[src/rtl/cde_ctrl.sv]
// rtl/cde_ctrl.sv - sequencing FSM for the credential datapath (CAM, flash staging, AES)
//
// Ports:
//   clk, rst            clock (rising edge), synchronous active-low reset
//   cmd_valid/cmd_op    command request; 01=STORE, 10=RETRIEVE, 00/11 illegal
//   cmd_ready           idle and accepting a command
//   match               CAM hit for the current account
//   ready_encryption    AES encrypt output valid
//   flash_or_acc_sel, flash_or_acc_reg, flash_acc_reg, flash_pass_reg   staging selects/enables
//   pass_enc_reg, new_old_pass_sel, plain_reg                           cipher-path enables/select
//   local_master_reg, local_master_sel, out_reg                         key-path/output enables/select
//   write_en, write_add  CAM write strobe and write slot (also the flash slot)
//   boot_lood            1 = flash address comes from CAM match_addr
//   flash_rd, flash_we   single-cycle flash strobes
//   done, err            completion pulse and status (err holds until the next done)
//   used                 occupied slot count
module cde_ctrl #(
    parameter int ADDR_WIDTH   = 4,
    parameter int FLASH_RD_LAT = 2,
    parameter int ENC_TIMEOUT  = 64
) (
    input  logic                  clk,
    input  logic                  rst,
    input  logic                  cmd_valid,
    input  logic [1:0]            cmd_op,
    output logic                  cmd_ready,
    input  logic                  match,
    input  logic                  ready_encryption,
    output logic                  flash_or_acc_sel,
    output logic                  flash_or_acc_reg,
    output logic                  flash_acc_reg,
    output logic                  flash_pass_reg,
    output logic                  pass_enc_reg,
    output logic                  new_old_pass_sel,
    output logic                  plain_reg,
    output logic                  local_master_reg,
    output logic                  local_master_sel,
    output logic                  out_reg,
    output logic                  write_en,
    output logic [ADDR_WIDTH-1:0] write_add,
    output logic                  boot_lood,
    output logic                  flash_rd,
    output logic                  flash_we,
    output logic                  done,
    output logic [1:0]            err,
    output logic [ADDR_WIDTH:0]   used
);

    localparam int DEPTH = 2 ** ADDR_WIDTH;
    localparam int CW    = $clog2(ENC_TIMEOUT + FLASH_RD_LAT + 1);

    localparam logic [CW-1:0]       ENC_LAST = CW'(ENC_TIMEOUT - 1);
    localparam logic [CW-1:0]       RD_LAST  = CW'(FLASH_RD_LAT - 1);
    localparam logic [ADDR_WIDTH:0] FULL     = (ADDR_WIDTH + 1)'(DEPTH);

    localparam logic [1:0] OP_STORE = 2'b01;
    localparam logic [1:0] OP_RETR  = 2'b10;

    typedef enum logic [3:0] {
        S_IDLE, S_CHK, S_LOAD, S_ACC, S_ENC, S_COMMIT,
        S_RD, S_PEN, S_DEC, S_LOAD2, S_ENC2, S_DONE
    } state_t;

    state_t          state, state_d;
    logic [1:0]      op_q;
    logic [CW-1:0]   cnt;
    logic [1:0]      err_d;

    // State register plus the few data registers that ride along with it.
    // cnt counts cycles spent in the current state; it restarts on every
    // transition, so it measures both the flash read wait and the encrypt wait.
    always_ff @(posedge clk) begin
        if (!rst) begin
            state <= S_IDLE;
            op_q  <= 2'b00;
            cnt   <= '0;
            used  <= '0;
            err   <= 2'd0;
        end else begin
            state <= state_d;
            cnt   <= (state_d == state) ? cnt + CW'(1) : '0;
            if (state == S_IDLE && cmd_valid)
                op_q <= cmd_op;
            if (state_d == S_DONE)
                err <= err_d;
            if (state == S_COMMIT && used != FULL)
                used <= used + (ADDR_WIDTH + 1)'(1);
        end
    end

    // Next-state and status to report when the command finishes.
    always_comb begin
        state_d = state;
        err_d   = 2'd0;
        unique case (state)
            S_IDLE: begin
                if (cmd_valid) begin
                    if (cmd_op == OP_STORE || cmd_op == OP_RETR) begin
                        state_d = S_CHK;
                    end else begin
                        state_d = S_DONE;
                        err_d   = 2'd3;
                    end
                end
            end
            S_CHK: begin
                if (op_q == OP_STORE) begin
                    if (match) begin
                        state_d = S_DONE;
                        err_d   = 2'd1;
                    end else if (used == FULL) begin
                        state_d = S_DONE;
                        err_d   = 2'd2;
                    end else begin
                        state_d = S_LOAD;
                    end
                end else begin
                    if (!match) begin
                        state_d = S_DONE;
                        err_d   = 2'd1;
                    end else begin
                        state_d = S_RD;
                    end
                end
            end
            S_LOAD:   state_d = S_ACC;
            S_ACC:    state_d = S_ENC;
            S_ENC: begin
                if (ready_encryption) begin
                    state_d = S_COMMIT;
                end else if (cnt == ENC_LAST) begin
                    state_d = S_DONE;
                    err_d   = 2'd3;
                end
            end
            S_COMMIT: state_d = S_DONE;
            S_RD:     if (cnt == RD_LAST) state_d = S_PEN;
            S_PEN:    state_d = S_DEC;
            S_DEC:    state_d = S_LOAD2;
            S_LOAD2:  state_d = S_ENC2;
            S_ENC2: begin
                if (ready_encryption) begin
                    state_d = S_DONE;
                end else if (cnt == ENC_LAST) begin
                    state_d = S_DONE;
                    err_d   = 2'd3;
                end
            end
            S_DONE:   state_d = S_IDLE;
            default:  state_d = S_IDLE;
        endcase
    end

    // Datapath controls. Selects stay up through the cycle after their
    // enable so the downstream register sees a settled mux. flash_pass_reg
    // and out_reg fire in the same cycle ready_encryption is seen, so the
    // cipher result is captured before COMMIT/DONE.
    always_comb begin
        cmd_ready        = rst && (state == S_IDLE);
        flash_or_acc_sel = 1'b0;
        flash_or_acc_reg = 1'b0;
        flash_acc_reg    = 1'b0;
        flash_pass_reg   = 1'b0;
        pass_enc_reg     = 1'b0;
        new_old_pass_sel = 1'b0;
        plain_reg        = 1'b0;
        local_master_reg = 1'b0;
        local_master_sel = 1'b0;
        out_reg          = 1'b0;
        write_en         = 1'b0;
        write_add        = '0;
        boot_lood        = 1'b0;
        flash_rd         = 1'b0;
        flash_we         = 1'b0;
        done             = 1'b0;
        unique case (state)
            S_LOAD: begin
                flash_or_acc_sel = 1'b1;
                flash_or_acc_reg = 1'b1;
                plain_reg        = 1'b1;
                local_master_reg = 1'b1;
            end
            S_ACC: begin
                flash_or_acc_sel = 1'b1;
                flash_acc_reg    = 1'b1;
            end
            S_ENC:    flash_pass_reg = ready_encryption;
            S_COMMIT: begin
                flash_we  = 1'b1;
                write_en  = 1'b1;
                write_add = used[ADDR_WIDTH-1:0];
            end
            S_RD: begin
                boot_lood = 1'b1;
                flash_rd  = (cnt == '0);
            end
            S_PEN: begin
                boot_lood    = 1'b1;
                pass_enc_reg = 1'b1;
            end
            S_LOAD2: begin
                new_old_pass_sel = 1'b1;
                plain_reg        = 1'b1;
                local_master_sel = 1'b1;
                local_master_reg = 1'b1;
            end
            S_ENC2: begin
                new_old_pass_sel = 1'b1;
                local_master_sel = 1'b1;
                out_reg          = ready_encryption;
            end
            S_DONE:   done = 1'b1;
            default: ;
        endcase
    end

endmodule

[config.mk]
export PLATFORM = sky130hd
export DESIGN_NAME = cde_ctrl
export DESIGN_NICKNAME = d
export VERILOG_FILES = /design/src/rtl/cde_ctrl.sv
export SDC_FILE = /design/constraint.sdc
export NUM_CORES = 1
export LEC_CHECK = 0
export BUFFER_PORTS_ARGS = -buffer_cell sky130_fd_sc_hd__buf_2
export CAP_MARGIN = 0
export CORE_MARGIN = 8
export CORE_UTILIZATION = 56
export DETAILED_ROUTE_END_ITERATION = 10
export HOLD_SLACK_MARGIN = 0.1
export PLACE_DENSITY_LB_ADDON = 0.3
export SETUP_SLACK_MARGIN = 0.2
export SLEW_MARGIN = 20
export SYNTH_ARGS = -nofsm -noshare
export SYNTH_HDL_FRONTEND = slang
export SYNTH_SLANG_ARGS = --single-unit
[constraint.sdc]
create_clock -name clk -period 5.39 [get_ports clk]
set_clock_uncertainty 0.15 [all_clocks]
set_input_delay 0 -clock clk [delete_from_list [all_inputs] [get_ports clk]]
set_output_delay 0 -clock clk [all_outputs]
set_load 0.01 [all_outputs]
==> run summary, run 1 <==
• 30.0% — part of the Yosys area used for sequential elements
• flip-flop — CP startpoint kind
• 0 — Max Slew Vio Count
• 0.862 — RePlAce Congestion
• 0 — Final Hold Vio Count
• 18.1% — Clk pwr share
• 6380 um — first-pass GRT wire length
• 3050 ps — signal arrival time at the worst endpoint
• dfxtp_1 — Synth area leader
• 161 — Syn Inst Count
• 34 — io pins
• 0% — Async S/R FF share, synth
• 2230 um^2 — core region area
• 23.7% — area growth from synthesis to final layout
• 102 — number of DRC markers in iteration 0
• 1650 um^2 — finished layout cell area
• 174 — Post-Syn Nets
• 0 — aggregate global routing overflow
• 310 ps — latest clock arrival within the worst-skew pair
• 54.5% — ratio of final minimum period to clock period
• clkbuf_4 — clock root buffer
• 59.8% — Initial Util
• false — unrepaired setup endpoints after global routing
• 0 — number of warnings reported in the yosys synthesis log
• 30.0% — fraction of post-synthesis cell area in the top cell type by area
• 0.755 nW — Leak Pwr
• 42.7% — fraction of power spent switching nets
• 5500 ps — required time at the worst-slack endpoint
• dfxtp_1 (20), nor2_1 (14), nand2_1 (11) — Commonest cells post-synth
• built — CTS tree
• dfxtp_1 — most common flop cell mapped by yosys
• 2510 um — HPWL reported at the end of detailed placement
• flip-flop to flip-flop — Hold Path Class
• 64.8 um — DIE WIDTH
• 703 uW — total power
• 0 — post-route DRC violation count
• 33.2% — part of the total power dissipated in sequential elements
• 16.2 um — average wire per standard cell
• 0 — antenna cells
• flip-flop to flip-flop — kind of critical path
• 8.29 um^2 — average instance area after synthesis
• 2940 ps — clock period minus worst slack
• 46 — synth unique cells
• 0.000253 V — maximum ir drop on the vdd rail
• finished, final reports clean — outcome
• 1,313 — vias in the first global route
• 47.7% — max-slew headroom at the worst pin
• 5.87 — DR vias/cell
• 0 — max_cap viols
• dfxtp_1 — dominant cell by count in the synthesized netlist
• 0 — antenna violations before repair
• 0 ps — Final TNS setup
• 0 — count of flip-flops with a built-in enable after synthesis
• 64.8 um — DIE HEIGHT
• 783 ps — Worst-Margin Slew
• 33 — number of buffer cells added on primary ports
• 1340 um^2 — Cell Area, Synth
• 426 nW/um^2 — PwrDens
• 20.5% — proportion of layout cells with a drive suffix above 1
• 213 — placed cell count
• 17 — Placement Rows
• 3 — number of buffers created by CTS
• 22 — maximum number of pins on one net before global-route repair
• 20 — clock sinks
• 228 — post-route insts no fill
• 2 — Clock Tree Buf Depth
• 0 — post-detailed-route count of antenna-violating nets
• 214 — fin nets
• 4200 um^2 — full die area
• 1 — CTS H-tree lvls
• 1,338 — total vias in the final route
• 3690 um — final WL
• 4 — total iterations of the first detailed-routing run
• 21 — biggest fanout along the worst timing path
• 183 — number of filler instances in the final layout
• flip-flop — endpoint type of the worst setup path
• 48.7% — part of the power in combinational logic
• 120 ps — register clock-pin slew on the reported worst setup and hold paths
• 300 uW — Net Sw Power
• 18.5% — GRT Resource Usage Total
• 402 uW — internal power summed over all cells
• 0.340 GHz — maximum clock frequency
• 20 — number of synthesized register bits
• dfxtp_1 (30%), xnor2_1 (5.9%), ha_1 (5.6%), and2_1 (4.7%), and3_1 (4.2%) — leading post-synthesis cells by cell area
• 1490 um^2 — Post-DP Area
• 0 — Setup violations, final
## flip-flops by register name (all words and copies together), names as in the netlist
signal,count
cnt,7
err,2
op_q,2
state,4
used,5
## what timing repair did
item | CTS | global route
setup buffers | 0 | 0
hold buffers | 11 | 0
setup endpoints to repair | 0 | 0
gates resized for setup | 0 | 0
hold endpoints to repair | 13 | 0
## logic make-up (layout without fill, tap and decap cells)
kind of cell               Yosys count  after routing  synth area share [%]
buffers and inverters               16             55                  5.44
DFF                                 20             20                  30.0
xor gates and xnor gates            10             10                  6.56
muxes                                4              4                  3.09
AOI/OAI and AO/OA                   29             29                  17.5
and+or+nand+nor                     76             76                  31.8
adders and majority gates            6              6                  5.62
## path summary, 6_finish.rpt
path | startpoint | end | slack [ps] | depth (start not counted)
max reg2reg | state[0] | state[3] | 2450 | 5
min | cnt[0] | cnt[0] | 360 | 1
min reg2reg | cnt[0] | cnt[0] | 360 | 1
max | state[0] | state[3] | 2450 | 5
## critical path, stage by stage (launching register included)
cell and delay (ps):
dfxtp_1 850, nor2b_1 450, nor3b_1 340, a32o_1 380
o31a_1 180, dlygate4sd3_1 540
## cells in the final DEF (no fill, tap or decap), drive strengths merged, types with 3 or more instances in the layout
cell type / n
buf: 33
dfxtp: 20
nor2: 14
nand2: 11
dlygate4sd3: 11
and2: 10
and3: 9
xnor2: 9
inv: 7
nand3: 7
ha: 6
o21ai: 6
nor2b: 5
nor3: 4
nor3b: 3
o21a: 3
mux2i: 3
a21boi: 3
clkbuf: 3
## routing by layer
layer	track usage (%)	vias to the layer above	share of wire, %	routed length, um
li1	-	642	-	-
met1	22.9	626	41	1530
met2	30.4	60	49	1810
met3	3.95	10	7.9	293
met4	7.08	0	1.7	61
met5	0	-	0	0
## power groups by stage
stage	Sequential (mW)	Clock, mW	Combinational [mW]
global placement	0.229	0	0.303
finish	0.233	0.127	0.342
global route	0.241	0.134	0.375
CTS	0.231	0.126	0.333
detailed placement	0.234	0	0.312
floorplan	0.192	0	0.280
## area by class of cell
cell class	instances	area, um^2	share of cell area (%)
clock buffers	3	22.5	1.36
clock inverters	1	30.0	1.82
inverters	7	26.3	1.59
multi-input cells	125	862	52.2
flip-flops and latches	20	400	24.2
well taps	28	35.0	2.12
repair buffers	44	275	16.7
## per-stage QoR
stage / hold slack (ps) / worst slack, ps / utilization [%]
finish: 359 / 2450 / 73.9
global route: 377 / 2230 / 73.9
CTS: 331 / 2530 / 73.9
detailed placement: 149 / 2660 / 66.7
global placement: 139 / 2810 / 66.7
floorplan: -4.85 / 3190 / -
(Power assumes the default switching activity.)
==> run 2, diff against run 1 <==
Settings changed: CORE_UTILIZATION 56 to 47.
Clock period 5.39 ns to 2.7 ns, I/O delays scaled along.
==> run 2 against run 1 <==
Total power rose by 110%. Critical path depth increased by 1. Utilization fell by 12 points. Worst setup slack got worse by 2200 ps. Register-to-register slack worse by 2200 ps. Largest power group unchanged. Global-route usage down 4.6 points.
==> run summary, run 2 (synthesis gave the netlist of run 1 again) <==
• finished, final reports clean — outcome
• 48.8% — Initial Util
• 860 nW/um^2 — PwrDens
• 26.9% — area growth from synthesis to final layout
• 0 — Setup violations, final
• 15 — biggest fanout along the worst timing path
• dlygate4sd3_1 — Most common cell on crit path
• 110 ps — register clock-pin slew on the reported worst setup and hold paths
• 0 — post-detailed-route count of antenna-violating nets
• 1450 um — Metal-1 WL
• 19 — Placement Rows
• built — CTS tree
• 310 ps — latest clock arrival within the worst-skew pair
• 1.46 mW — total power
• 20 — clock sinks
• 1,191 — vias in the first global route
• 1720 um — length of routed met2 wiring
• 0 ps — Final TNS setup
• 1,268 — total vias in the final route
• 2 — Clock Tree Buf Depth
• 3380 um — final WL
• clkbuf_4 — clock root buffer
• 0.774 nW — Leak Pwr
• 0.856 — RePlAce Congestion
• 124 — number of DRC markers in iteration 0
• 21 — maximum number of pins on one net before global-route repair
• 0 — max_cap viols
• 217 — fin nets
• 66.2% — max-slew headroom at the worst pin
• met4 — DR top layer
• 33 — number of buffer cells added on primary ports
• 0 — post-route DRC violation count
• 0 — Final Hold Vio Count
• 2570 ps — signal arrival time at the worst endpoint
• nor4_2 -> buf_4 -> nand3_1 -> dlygate4sd3_1 -> a21boi_0 -> dlygate4sd3_1 — cells along the critical path
• 4 — total iterations of the first detailed-routing run
• 2730 um^2 — core region area
• buf_2 — most common library cell in the layout ignoring fill and taps
• 351 ps — pre-CTS worst setup slack
• 69.3 um — DIE WIDTH
• 69.3 um — DIE HEIGHT
• buf_2 (33), dfxtp_1 (19), nor2_1 (14) — most frequent cells in the layout
• 2450 um — HPWL reported at the end of detailed placement
• flip-flop to flip-flop — Hold Path Class
• flip-flop to flip-flop — kind of critical path
• 0 — aggregate global routing overflow
• flip-flop — CP startpoint kind
• 0 — Max Slew Vio Count
• 0.000620 V — maximum ir drop on the vdd rail
• true — unrepaired setup endpoints after global routing
• 4800 um^2 — full die area
• 239 ps — post-route setup slack
• 152 um — Met3 Wirelength
• 7 — flip-flop count of the largest register after layout
• 34 — io pins
• 24.1% — proportion of layout cells with a drive suffix above 1
• 0 — antenna cells
• 14.4 um — average wire per standard cell
• buffers and inverters — top cell family by delay on the critical path
• 500 ps — Worst-Margin Slew
• 5.42 — DR vias/cell
• 0.406 GHz — maximum clock frequency
• 1 — CTS H-tree lvls
• dlygate4sd3_1 — master of the slowest instance on the critical path
• 5620 um — first-pass GRT wire length
• 2460 ps — clock period minus worst slack
• cnt: 7 flops, used: 5 flops, state: 4 flops — registers with the highest flip-flop counts
• 3 — number of buffers created by CTS
• flip-flop — endpoint type of the worst setup path
• 0 — antenna violations before repair
• cnt — largest register by flop count
• 2810 ps — required time at the worst-slack endpoint
• 13.9% — GRT Resource Usage Total
• 3 — CP bufs+invs
• 580 ps — CP max stage delay
• 91.1% — ratio of final minimum period to clock period
## run 2: cell types whose count changed in the layout (fill, tap and decap cells not counted), sizes merged
cell / delta
buf: +4
dlygate4sd3: -1
## run 2: layer usage
metal,up-vias,track usage [%]
met5,-,0
met4,0,6.15
met3,6,2.72
met2,40,24.1
met1,576,16.0
li1,646,-
## run 2: layout make-up
class | instances | area (um^2)
clock buffer | 3 | 22.5
clock inverter | 1 | 30.0
fill | 252 | 1040
inverter | 7 | 26.3
multi-input combinational | 125 | 876
sequential | 20 | 402
tap | 31 | 38.8
timing repair buffer | 47 | 299
## run 2: worst paths after layout
path | from | endpoint | slack, ps | cells after the start
min reg2reg | err[1] | err[1] | 320 | 2
min | err[1] | err[1] | 320 | 2
max reg2reg | state[3] | op_q[1] | 240 | 6
max | state[3] | op_q[1] | 240 | 6
## run 2: tightest hold or removal path: cells and delay by family, from the launching register on
kind	cells	cell delay [ps]
simple gates	1	50
flops	1	320
mux	1	50
## run 2: power breakdown
part           internal [mW]  switching (mW)
registers              0.342          0.0808
logic                  0.369           0.417
clock network          0.150          0.0977
## run 2: repair_timing
item | in CTS | in global routing
buffers inserted | 0 | 1
hold buffers | 10 | 0
endpoints found under the setup margin | 0 | 9
hold endpoints to repair | 16 | 0
resized for setup | 0 | 5
## run 2: through the flow
step	area (um^2)	hold slack [ps]	cells	util, %
6_report	1690	318	234	62.0
5_1_grt	1690	324	234	62.0
4_1_cts	1670	320	233	61.0
3_5_place_dp	1520	143	219	55.4
3_3_place_gp	1520	137	219	55.4
2_1_floorplan	1340	-4.85	161	-
==> run 3, diff against run 2 <==
Clock period 2.7 ns to 2 ns, I/O delays scaled along.
==> run 3 against run 2 <==
The run now ends with negative setup slack left. Non-clock buffer count increased by 33. Worst setup slack got worse by 440 ps. Hold slack got worse by 160 ps. Sequential cell count unchanged. Total power increased by 71%. First-iteration DRC count decreased by 9.7%. Largest cell class unchanged. Die area unchanged. Sequential share of layout area decreased by 3.9 points. Count of clock-buffer cells in the layout unchanged. Utilization increased by 15 points.
==> run summary, run 3 (synthesis gave the netlist of run 1 again) <==
• 172 — number of filler instances in the final layout
• 5 — cell count of the worst hold path
• 250 — fin nets
• cnt[4] — capture instance of the worst register-to-register path
• cnt: 7 flops, used: 5 flops, state: 4 flops — registers with the highest flip-flop counts
• 2950 um — HPWL reported at the end of detailed placement
• 0 — post-detailed-route count of antenna-violating nets
• 1020 um^2 — multi-input combinational cell area
• 18 — maximum number of pins on one net before global-route repair
• 162 ps — worst-case hold slack
• err[0] — hold-critical path endpoint
• clkbuf_4 — clock root buffer
• 16.1 um — average wire per standard cell
• 110% — ratio of final minimum period to clock period
• 2 — Clock Tree Buf Depth
• 1 — CTS H-tree lvls
• 1,522 — vias in the first global route
• match — Hold Crit Start
• built — CTS tree
• 1,487 — total vias in the final route
• 0.992 nW — Leak Pwr
• -200 ps — setup slack of the most critical reg-to-reg path
• 4 — total iterations of the first detailed-routing run
• compound AO/OA/AOI/OAI gates — top cell family by delay on the critical path
• input port to flip-flop — Hold Path Class
• 0 — antenna violations before repair
• 0.455 GHz — maximum clock frequency
• 0 — aggregate global routing overflow
• 120 ps — register clock-pin slew on the reported worst setup and hold paths
• 76.6% — Final Core Density
• 6940 um — first-pass GRT wire length
• true — unrepaired setup endpoints after global routing
• 0 — post-route DRC violation count
• 7 — biggest fanout along the worst timing path
• 48.8% — Initial Util
• flip-flop — CP startpoint kind
• 4290 um — final WL
• -200 ps — post-route setup slack
• 1190 nW/um^2 — PwrDens
• 2730 um^2 — core region area
• -1700 ps — Final TNS setup
• 1 — CP bufs+invs
• flip-flop — endpoint type of the worst setup path
• 33 — number of buffer cells added on primary ports
• 2.49 mW — total power
• 69.3 um — DIE HEIGHT
• negative setup slack — violated checks
• 310 ps — latest clock arrival within the worst-skew pair
• 112 — number of DRC markers in iteration 0
• 0 — max_cap viols
• 2250 ps — signal arrival time at the worst endpoint
• 47.5% — proportion of layout cells with a drive suffix above 1
• 370 ps — CP max stage delay
• 16.5% — GRT Resource Usage Total
• 468 ps — Worst-Margin Slew
• 20 — clock sinks
• 2050 ps — required time at the worst-slack endpoint
• 68.6% — max-slew headroom at the worst pin
• 5.57 — DR vias/cell
• finished with violations — outcome
• 34 — io pins
• buf_4 (39), buf_2 (33), nor2_1 (13), dfxtp_1 (13), nand2_1 (11) — most frequent cells in the layout
• 0.853 — RePlAce Congestion
• 0 — antenna cells
• 2200 ps — clock period minus worst slack
• 7 — flip-flop count of the largest register after layout
• 69.3 um — DIE WIDTH
• 0 — Final Hold Vio Count
• 4800 um^2 — full die area
• 19 — Placement Rows
• -211 ps — pre-CTS worst setup slack
• 414 um^2 — register area
• 56.9% — area growth from synthesis to final layout
• 3 — number of buffers created by CTS
• used[1] — worst r2r src
• 0.00108 V — maximum ir drop on the vdd rail
• buf_4 — most common library cell in the layout ignoring fill and taps
• 0 — Max Slew Vio Count
• 11 — Setup violations, final
• 8 — Register-to-Register Path Depth
• cnt — largest register by flop count
• inv_2 -> ha_4 -> nor4bb_4 -> or3_1 -> a32o_2 -> o21a_1 -> o221ai_4 -> nor2b_1 — cells along the critical path
• dfxtp_4 — master of the slowest instance on the critical path
• flip-flop to flip-flop — kind of critical path
==> run 3: changes by cell type in the layout (fill, tap and decap cells not counted), sizes merged <==
cell	change
buf	+38
dlygate4sd3	-5
==> run 3: repair_timing <==
item                                   4_1_cts  5_1_grt
hold buffers                                 5        0
setup endpoints to repair                   15       20
endpoints found under the hold margin       20        0
buffers inserted                             3        3
pin swaps                                    7       12
gates resized for setup                     14       27
==> run 3: worst max-delay path by stage <==
stage | from | endpoint | slack, ps | cells past startpoint
2_1_floorplan | used[0] | cnt[4] | -110 | 8
3_5_place_dp | used[0] | cnt[4] | -210 | 8
4_1_cts | used[0] | cnt[4] | -190 | 8
6_report | used[1] | cnt[4] | -200 | 8
5_1_grt | op_q[1] | cnt[4] | -330 | 8
3_3_place_gp | used[0] | cnt[4] | -140 | 8
==> run 3: through the flow <==
step | instances | instance area (um^2)
2_1_floorplan | 161 | 1340
3_3_place_gp | 252 | 1770
3_5_place_dp | 252 | 1770
4_1_cts | 264 | 1960
5_1_grt | 267 | 2090
6_report | 267 | 2090
==> run 3: metal layers <==
metal  GRT usage (%)  vias to the layer above  wire, um
met1            17.3                      722      1700
met3            4.29                        6       235
met4            4.10                        0        54
met5               0                        -         0
met2            31.5                       44      2300
li1                -                      715         -
==> run 3: worst reg2reg max path, stage by stage (launching register included) <==
cell      delay [ps]
dfxtp_4          370
inv_2             40
ha_4             140
nor4bb_4         150
or3_1            310
a32o_2           320
o21a_1           220
o221ai_4         300
nor2b_1           90
==> run 3: layout make-up <==
cell class | instances | area share, %
repair buffers | 80 | 25.9
clock buffers | 3 | 1.08
flip-flops and latches | 20 | 19.8
multi-input cells | 125 | 48.6
clock inverters | 1 | 1.43
inverters | 7 | 1.37
well taps | 31 | 1.85
==> run 3: report_power, final <==
part / internal [mW] / switching, mW / leakage [nW]
Combinational: 0.822 / 0.822 / 0.798
Clock: 0.203 / 0.135 / 0.0279
Sequential: 0.466 / 0.0471 / 0.166
